### src/rtl/power_state_reg.sv
// power_state_reg: car power flag (long-press on, button/fault/idle off) and registered car/moving state.
module power_state_reg #(
  parameter int ON_HOLD_CYC = 100_000_000,
  parameter int IDLE_CYC    = 1_000_000_000,
  parameter int WARN_CYC    = 300_000_000
) (
  input  logic       clk,
  input  logic       rst,
  input  logic       power_on_btn,
  input  logic       power_off_btn,
  input  logic [1:0] global_state,
  input  logic       manual_power,
  input  logic [1:0] next_state,
  input  logic [3:0] next_moving_state,
  output logic       power,
  output logic [1:0] state,
  output logic [3:0] moving_state,
  output logic       idle_warn
);
  localparam int HW = ON_HOLD_CYC > 1 ? $clog2(ON_HOLD_CYC) : 1;
  localparam int IW = IDLE_CYC > 1 ? $clog2(IDLE_CYC) : 1;
  localparam logic [HW-1:0] HOLD_LAST = HW'(ON_HOLD_CYC - 1);
  localparam logic [IW-1:0] IDLE_LAST = IW'(IDLE_CYC - 1);
  localparam logic [IW-1:0] WARN_AT   = IW'(IDLE_CYC - WARN_CYC);
  localparam logic [1:0] NSTART = 2'b00, START = 2'b01, MOVING = 2'b10;
  typedef enum logic {OFF = 1'b0, ON = 1'b1} pwr_e;
  pwr_e pwr_q, pwr_d;
  logic on_s1_q, on_s_q, off_s1_q, off_s_q, off_d_q;
  logic [HW-1:0] hold_q, hold_d;
  logic [IW-1:0] idle_q, idle_d;
  logic warn_q, warn_d;
  logic [1:0] state_q, state_d;
  logic [3:0] mov_q, mov_d;
  logic off_edge, fault, idle_ok, auto_off, hold_done, kill, bad_mov;
  always_comb begin
    off_edge  = off_s_q & ~off_d_q;
    fault     = global_state == 2'b00 && !manual_power;
    idle_ok   = pwr_q == ON && global_state == 2'b00 && state_q == NSTART && !on_s_q && !off_s_q;
    auto_off  = pwr_q == ON && idle_q == IDLE_LAST;
    hold_done = pwr_q == OFF && on_s_q && hold_q == HOLD_LAST;
    pwr_d     = pwr_q == OFF ? (hold_done ? ON : OFF) : ((off_edge || fault || auto_off) ? OFF : ON);
    hold_d    = (pwr_q == OFF && on_s_q && !hold_done) ? hold_q + HW'(1) : '0;
    idle_d    = (idle_ok && !auto_off) ? idle_q + IW'(1) : '0;
    warn_d    = pwr_d == ON && idle_d >= WARN_AT;
    // An unpowered car, a non-manual mode or an illegal decoder state parks the car.
    kill      = pwr_d == OFF || global_state != 2'b00 || next_state == 2'b11;
    bad_mov   = next_state == MOVING && !$onehot(next_moving_state);
    state_d   = kill ? NSTART : (bad_mov ? START : next_state);
    mov_d     = (kill || bad_mov) ? 4'b0000 : next_moving_state;
  end
  always_ff @(posedge clk) begin
    if (!rst) begin
      pwr_q    <= OFF;
      on_s1_q  <= 1'b0;
      on_s_q   <= 1'b0;
      off_s1_q <= 1'b0;
      off_s_q  <= 1'b0;
      off_d_q  <= 1'b0;
      hold_q   <= '0;
      idle_q   <= '0;
      warn_q   <= 1'b0;
      state_q  <= NSTART;
      mov_q    <= 4'b0000;
    end else begin
      pwr_q    <= pwr_d;
      on_s1_q  <= power_on_btn;
      on_s_q   <= on_s1_q;
      off_s1_q <= power_off_btn;
      off_s_q  <= off_s1_q;
      off_d_q  <= off_s_q;
      hold_q   <= hold_d;
      idle_q   <= idle_d;
      warn_q   <= warn_d;
      state_q  <= state_d;
      mov_q    <= mov_d;
    end
  end
  assign power        = pwr_q == ON;
  assign state        = state_q;
  assign moving_state = mov_q;
  assign idle_warn    = warn_q;
endmodule

### config.mk
export PLATFORM = sky130hd
export DESIGN_NAME = power_state_reg
export DESIGN_NICKNAME = d
export VERILOG_FILES = /design/src/rtl/power_state_reg.sv
export SDC_FILE = /design/constraint.sdc
export NUM_CORES = 1
export LEC_CHECK = 0
export CELL_PAD_IN_SITES_DETAIL_PLACEMENT = 0
export CELL_PAD_IN_SITES_GLOBAL_PLACEMENT = 1
export CORE_UTILIZATION = 40
export DETAILED_ROUTE_END_ITERATION = 8
export GPL_TIMING_DRIVEN = 1
export PLACE_DENSITY = 0.77
export RECOVER_POWER = 100
export SKIP_LAST_GASP = 1
export SYNTH_ARGS = -nofsm -noshare
export SYNTH_HDL_FRONTEND = slang
export SYNTH_SLANG_ARGS = --single-unit
export TNS_END_PERCENT = 50
### constraint.sdc
create_clock -name clk -period 2.6 [get_ports clk]
set_clock_uncertainty 0.05 [all_clocks]
set_input_delay 0.52 -clock clk [delete_from_list [all_inputs] [get_ports clk]]
set_output_delay 0.52 -clock clk [all_outputs]
set_load 0.02 [all_outputs]
==> flow_metrics.env <==
export IMPL_p_comb_share_pct=2.5
export IMPL_synthDistinctLibCells=45
export IMPL_drc=0
export IMPL_cts_tree="yes"
export IMPL_fin_ws_ns=0.08300
export IMPL_crit_start="idle_q[13]$_SDFF_PN0_"
export IMPL_maxCapViolCount=0
export IMPL_root_buffer="clkbuf_8"
export IMPL_r2r_start="idle_q[13]$_SDFF_PN0_"
export IMPL_netlist_area_um2=3437
export IMPL_r2r_cells=7
export IMPL_clkTransAtPathRegs_ns=0.08
export IMPL_status="complete, no violations"
export IMPL_cts_sinks=70
export IMPL_globalRouteTotalUtil_pct=18.41
export IMPL_hpwl_um=5594
export IMPL_cp_buffers_inverters=1
export IMPL_async_flop_share_pct=0
export IMPL_whs_ns=0.3721
export IMPL_num_nets_final=494
export IMPL_cp_end_kind="flip-flop"
export IMPL_max_stage_delay_ns=0.53
export IMPL_ys_seq_area_share_pct=40.77
export IMPL_dpl_cell_area_um2=4029
export IMPL_die_area_um2=8967
export IMPL_clockBufferDepth=2
export IMPL_critPathMaxFanout=3
export IMPL_syn_nets=435
export IMPL_period_needed_ns=2.517
export IMPL_core_area_um2=8258
export IMPL_ant_nets=0
export IMPL_finalWirelength_um=7491
export IMPL_p_sw_share_pct=22.83
export IMPL_seqPwrFrac_pct=53.5
export IMPL_hp_class="in -> reg"
export IMPL_cp_depth=7
export IMPL_timing_slew_headroom_pct=61.96
export IMPL_grt_max_degree=29
export IMPL_p_switching_mw=0.4589
export IMPL_antenna_found_initial=0
export IMPL_htreeDepth=3
export IMPL_grt_pass1_wl_um=12870
export IMPL_dp_slack_ns=-0.2907
export IMPL_gp_congestion=0.8704
export IMPL_start_kind="flip-flop"
export IMPL_port_buffers=20
export IMPL_routed_via_density=5.145
export IMPL_final_area_um2=4247
export IMPL_grt_pass1_vias=2722
export IMPL_p_leak_nw=1.521
export IMPL_dp_cells=567
export IMPL_cp_top_family="simple AND/OR/NAND/NOR gates"
export IMPL_synth_warnings=0
export IMPL_synth_edf_count=0
export IMPL_arrival_ns=2.73
export IMPL_finalHoldViolations=0
export IMPL_clkPwrFrac_pct=44.0
export IMPL_stdcell_count=586
export IMPL_timing_final_crit_share_pct=96.81
export IMPL_drive_gt1_share_pct=14.76
export IMPL_firstDrtPassIters=4
export IMPL_worst_path_most_repeated_cell="or4_1"
export IMPL_cp_slowest_cell="or4_1"
export IMPL_path_cells="nand4_1 > buf_4 > or4_1 > or4_1 > a22o_1 > a2111o_1 > a31oi_1"
export IMPL_clock_fmax_mhz=397.3
export IMPL_syn_inst=417
export IMPL_ir_drop_uv=223.5
export IMPL_grt_overflow=0
export IMPL_rrSetupSlack_ns=0.08
export IMPL_die_h_um=94.70
export IMPL_crit_path_end="idle_warn$_SDFF_PN0_"
export IMPL_synth_avg_cell_area_um2=8.242
export IMPL_n_fill_cell=786
export IMPL_vias=3015
export IMPL_ys_seq_elements=70
export IMPL_path_class="reg -> reg"
export IMPL_rsz0062_at_grt="true"
export IMPL_die_w_um=94.70
export IMPL_cp_required_ns=2.82
export IMPL_wl_per_cell_um=12.78
export IMPL_r2r_end="idle_warn$_SDFF_PN0_"
export IMPL_drt_iter0_drc=118
export IMPL_io_pins=21
export IMPL_tightest_slew_ns=0.5706
export IMPL_final_max_slew_viol_count=0
export IMPL_finalSetupTns_ns=0
export IMPL_std_cell_rows=33
export IMPL_powerDensity_nw_per_um2=473.3
export IMPL_finalSetupViolations=0
export IMPL_synth_ff_type="dfxtp_1"
export IMPL_synthToLayoutAreaGrowth_pct=23.55
export IMPL_cts_buffers=9
export IMPL_diodes=0
export IMPL_start_util_pct=41.62
export IMPL_internal_power_mw=1.551
export IMPL_clk_insertion_delay_late_ns=0.35
==> final cells by class <==
cell class | instances | area [um^2] | area share, %
multi-input combinational | 313 | 1906 | 44.87
sequential | 70 | 1405 | 33.09
timing repair buffer | 69 | 558.0 | 13.14
tap | 105 | 131.4 | 3.094
clock buffer | 10 | 127.6 | 3.005
clock inverter | 6 | 70.07 | 1.650
inverter | 13 | 48.80 | 1.149
==> state kept, by name, indices dropped and copies added (netlist names) <==
signal        flops
state             2
moving_state      4
idle_warn         1
power             1
on_s1_q           1
idle_q           30
on_s_q            1
off_d_q           1
hold_q           27
off_s1_q          1
off_s_q           1
==> power by group through the flow <==
| stage | combinational (mW) | sequential, mW | clock [mW] |
|---|---|---|---|
| floorplan | 0.0230 | 1.10 | 0 |
| global placement | 0.0523 | 1.10 | 0 |
| detailed placement | 0.0538 | 1.10 | 0 |
| CTS | 0.0542 | 1.08 | 0.909 |
| global route | 0.0590 | 1.08 | 0.964 |
| finish | 0.0503 | 1.08 | 0.884 |
==> worst register-to-register path, stage by stage (launching register included) <==
cell and delay (ns):
dfxtp_1 0.34, nand4_1 0.22, buf_4 0.21, or4_1 0.53, or4_1 0.43, a22o_1 0.23, a2111o_1 0.29, a31oi_1 0.15
==> how the worst min path moves through the flow <==
stage	from	endpoint	slack [ns]	depth (start not counted)
global route	next_moving_state[0]	moving_state[0]$_SDFF_PP0_	0.38	2
detailed placement	on_s1_q$_SDFF_PN0_	on_s_q$_SDFF_PN0_	0.37	1
global placement	on_s1_q$_SDFF_PN0_	on_s_q$_SDFF_PN0_	0.37	1
finish	next_moving_state[0]	moving_state[0]$_SDFF_PP0_	0.37	2
floorplan	off_s1_q$_SDFF_PN0_	off_s_q$_SDFF_PN0_	0.36	1
CTS	on_s1_q$_SDFF_PN0_	on_s_q$_SDFF_PN0_	0.39	1
==> cell usage in the layout, fill, tap and decap left out, drive strengths merged, types with 3 or more instances in the layout <==
cell            n
nor2           75
dfxtp          70
buf            45
nand2          32
xor2           27
nand3          24
xnor2          23
nand4          17
inv            14
clkbuf         14
and3           13
nor3           12
and2           12
clkdlybuf4s50  10
o21ai          10
dlygate4sd3     9
nor4            8
or3             7
a21oi           7
or4             6
a31oi           5
ha              4
and4            3
a311oi          3
clkinvlp        3
==> routing by layer <==
layer  global-route usage [%]  up-vias  part of all wire [%]
met5                        0        -                     0
met4                    8.333        0                   1.8
met3                    3.140       12                   3.0
met2                    27.46       36                    45
met1                    25.76     1403                    50
li1                         -     1564                     -
==> metrics by stage <==
stage | util, % | total power [mW]
finish | 51.42 | 2.010
global route | 51.42 | 2.100
CTS | 51.18 | 2.039
detailed placement | 48.79 | 1.155
global placement | 48.79 | 1.154
floorplan | - | 1.124
==> cell usage after synthesis (2+ instances only) <==
| cell | count | area, um^2 |
|---|---|---|
| nor2_1 | 75 | 281.5 |
| dfxtp_1 | 70 | 1401 |
| nand2_1 | 32 | 120.1 |
| xor2_1 | 27 | 236.5 |
| nand3_1 | 24 | 120.1 |
| xnor2_1 | 23 | 201.4 |
| nand4_1 | 16 | 100.1 |
| and3_1 | 13 | 81.33 |
| inv_1 | 13 | 48.80 |
| and2_1 | 12 | 75.07 |
| clkbuf_1 | 12 | 45.04 |
| nor3_1 | 12 | 60.06 |
| o21ai_0 | 10 | 50.05 |
| a21oi_1 | 7 | 35.03 |
| nor4_1 | 7 | 43.79 |
| or3_1 | 7 | 43.79 |
| or4_1 | 6 | 45.04 |
| a31oi_1 | 5 | 31.28 |
| buf_2 | 5 | 25.02 |
| ha_1 | 4 | 50.05 |
| a311oi_1 | 3 | 26.28 |
| and4_1 | 3 | 26.28 |
| buf_4 | 3 | 22.52 |
| a21boi_0 | 2 | 15.01 |
| and3b_1 | 2 | 17.52 |
| nor4bb_1 | 2 | 20.02 |
| o2111ai_1 | 2 | 17.52 |
| o211ai_1 | 2 | 15.01 |
| o31ai_1 | 2 | 15.01 |
==> cell families after synthesis <==
group / Yosys count / synth area share (%)
flops: 70 / 40.77
xor+xnor: 50 / 12.74
buf+inv: 34 / 4.259
fa+ha+maj: 5 / 2.039
compound gates: 40 / 7.754
simple gates: 218 / 32.44
==> what timing repair did <==
action                                  in CTS  in global routing
buffers inserted                             0                  3
hold buffers                                 0                  0
resized for setup                            0                  9
endpoints found under the setup margin       0                  6
Note: power is estimated with default switching activity, not from simulation.
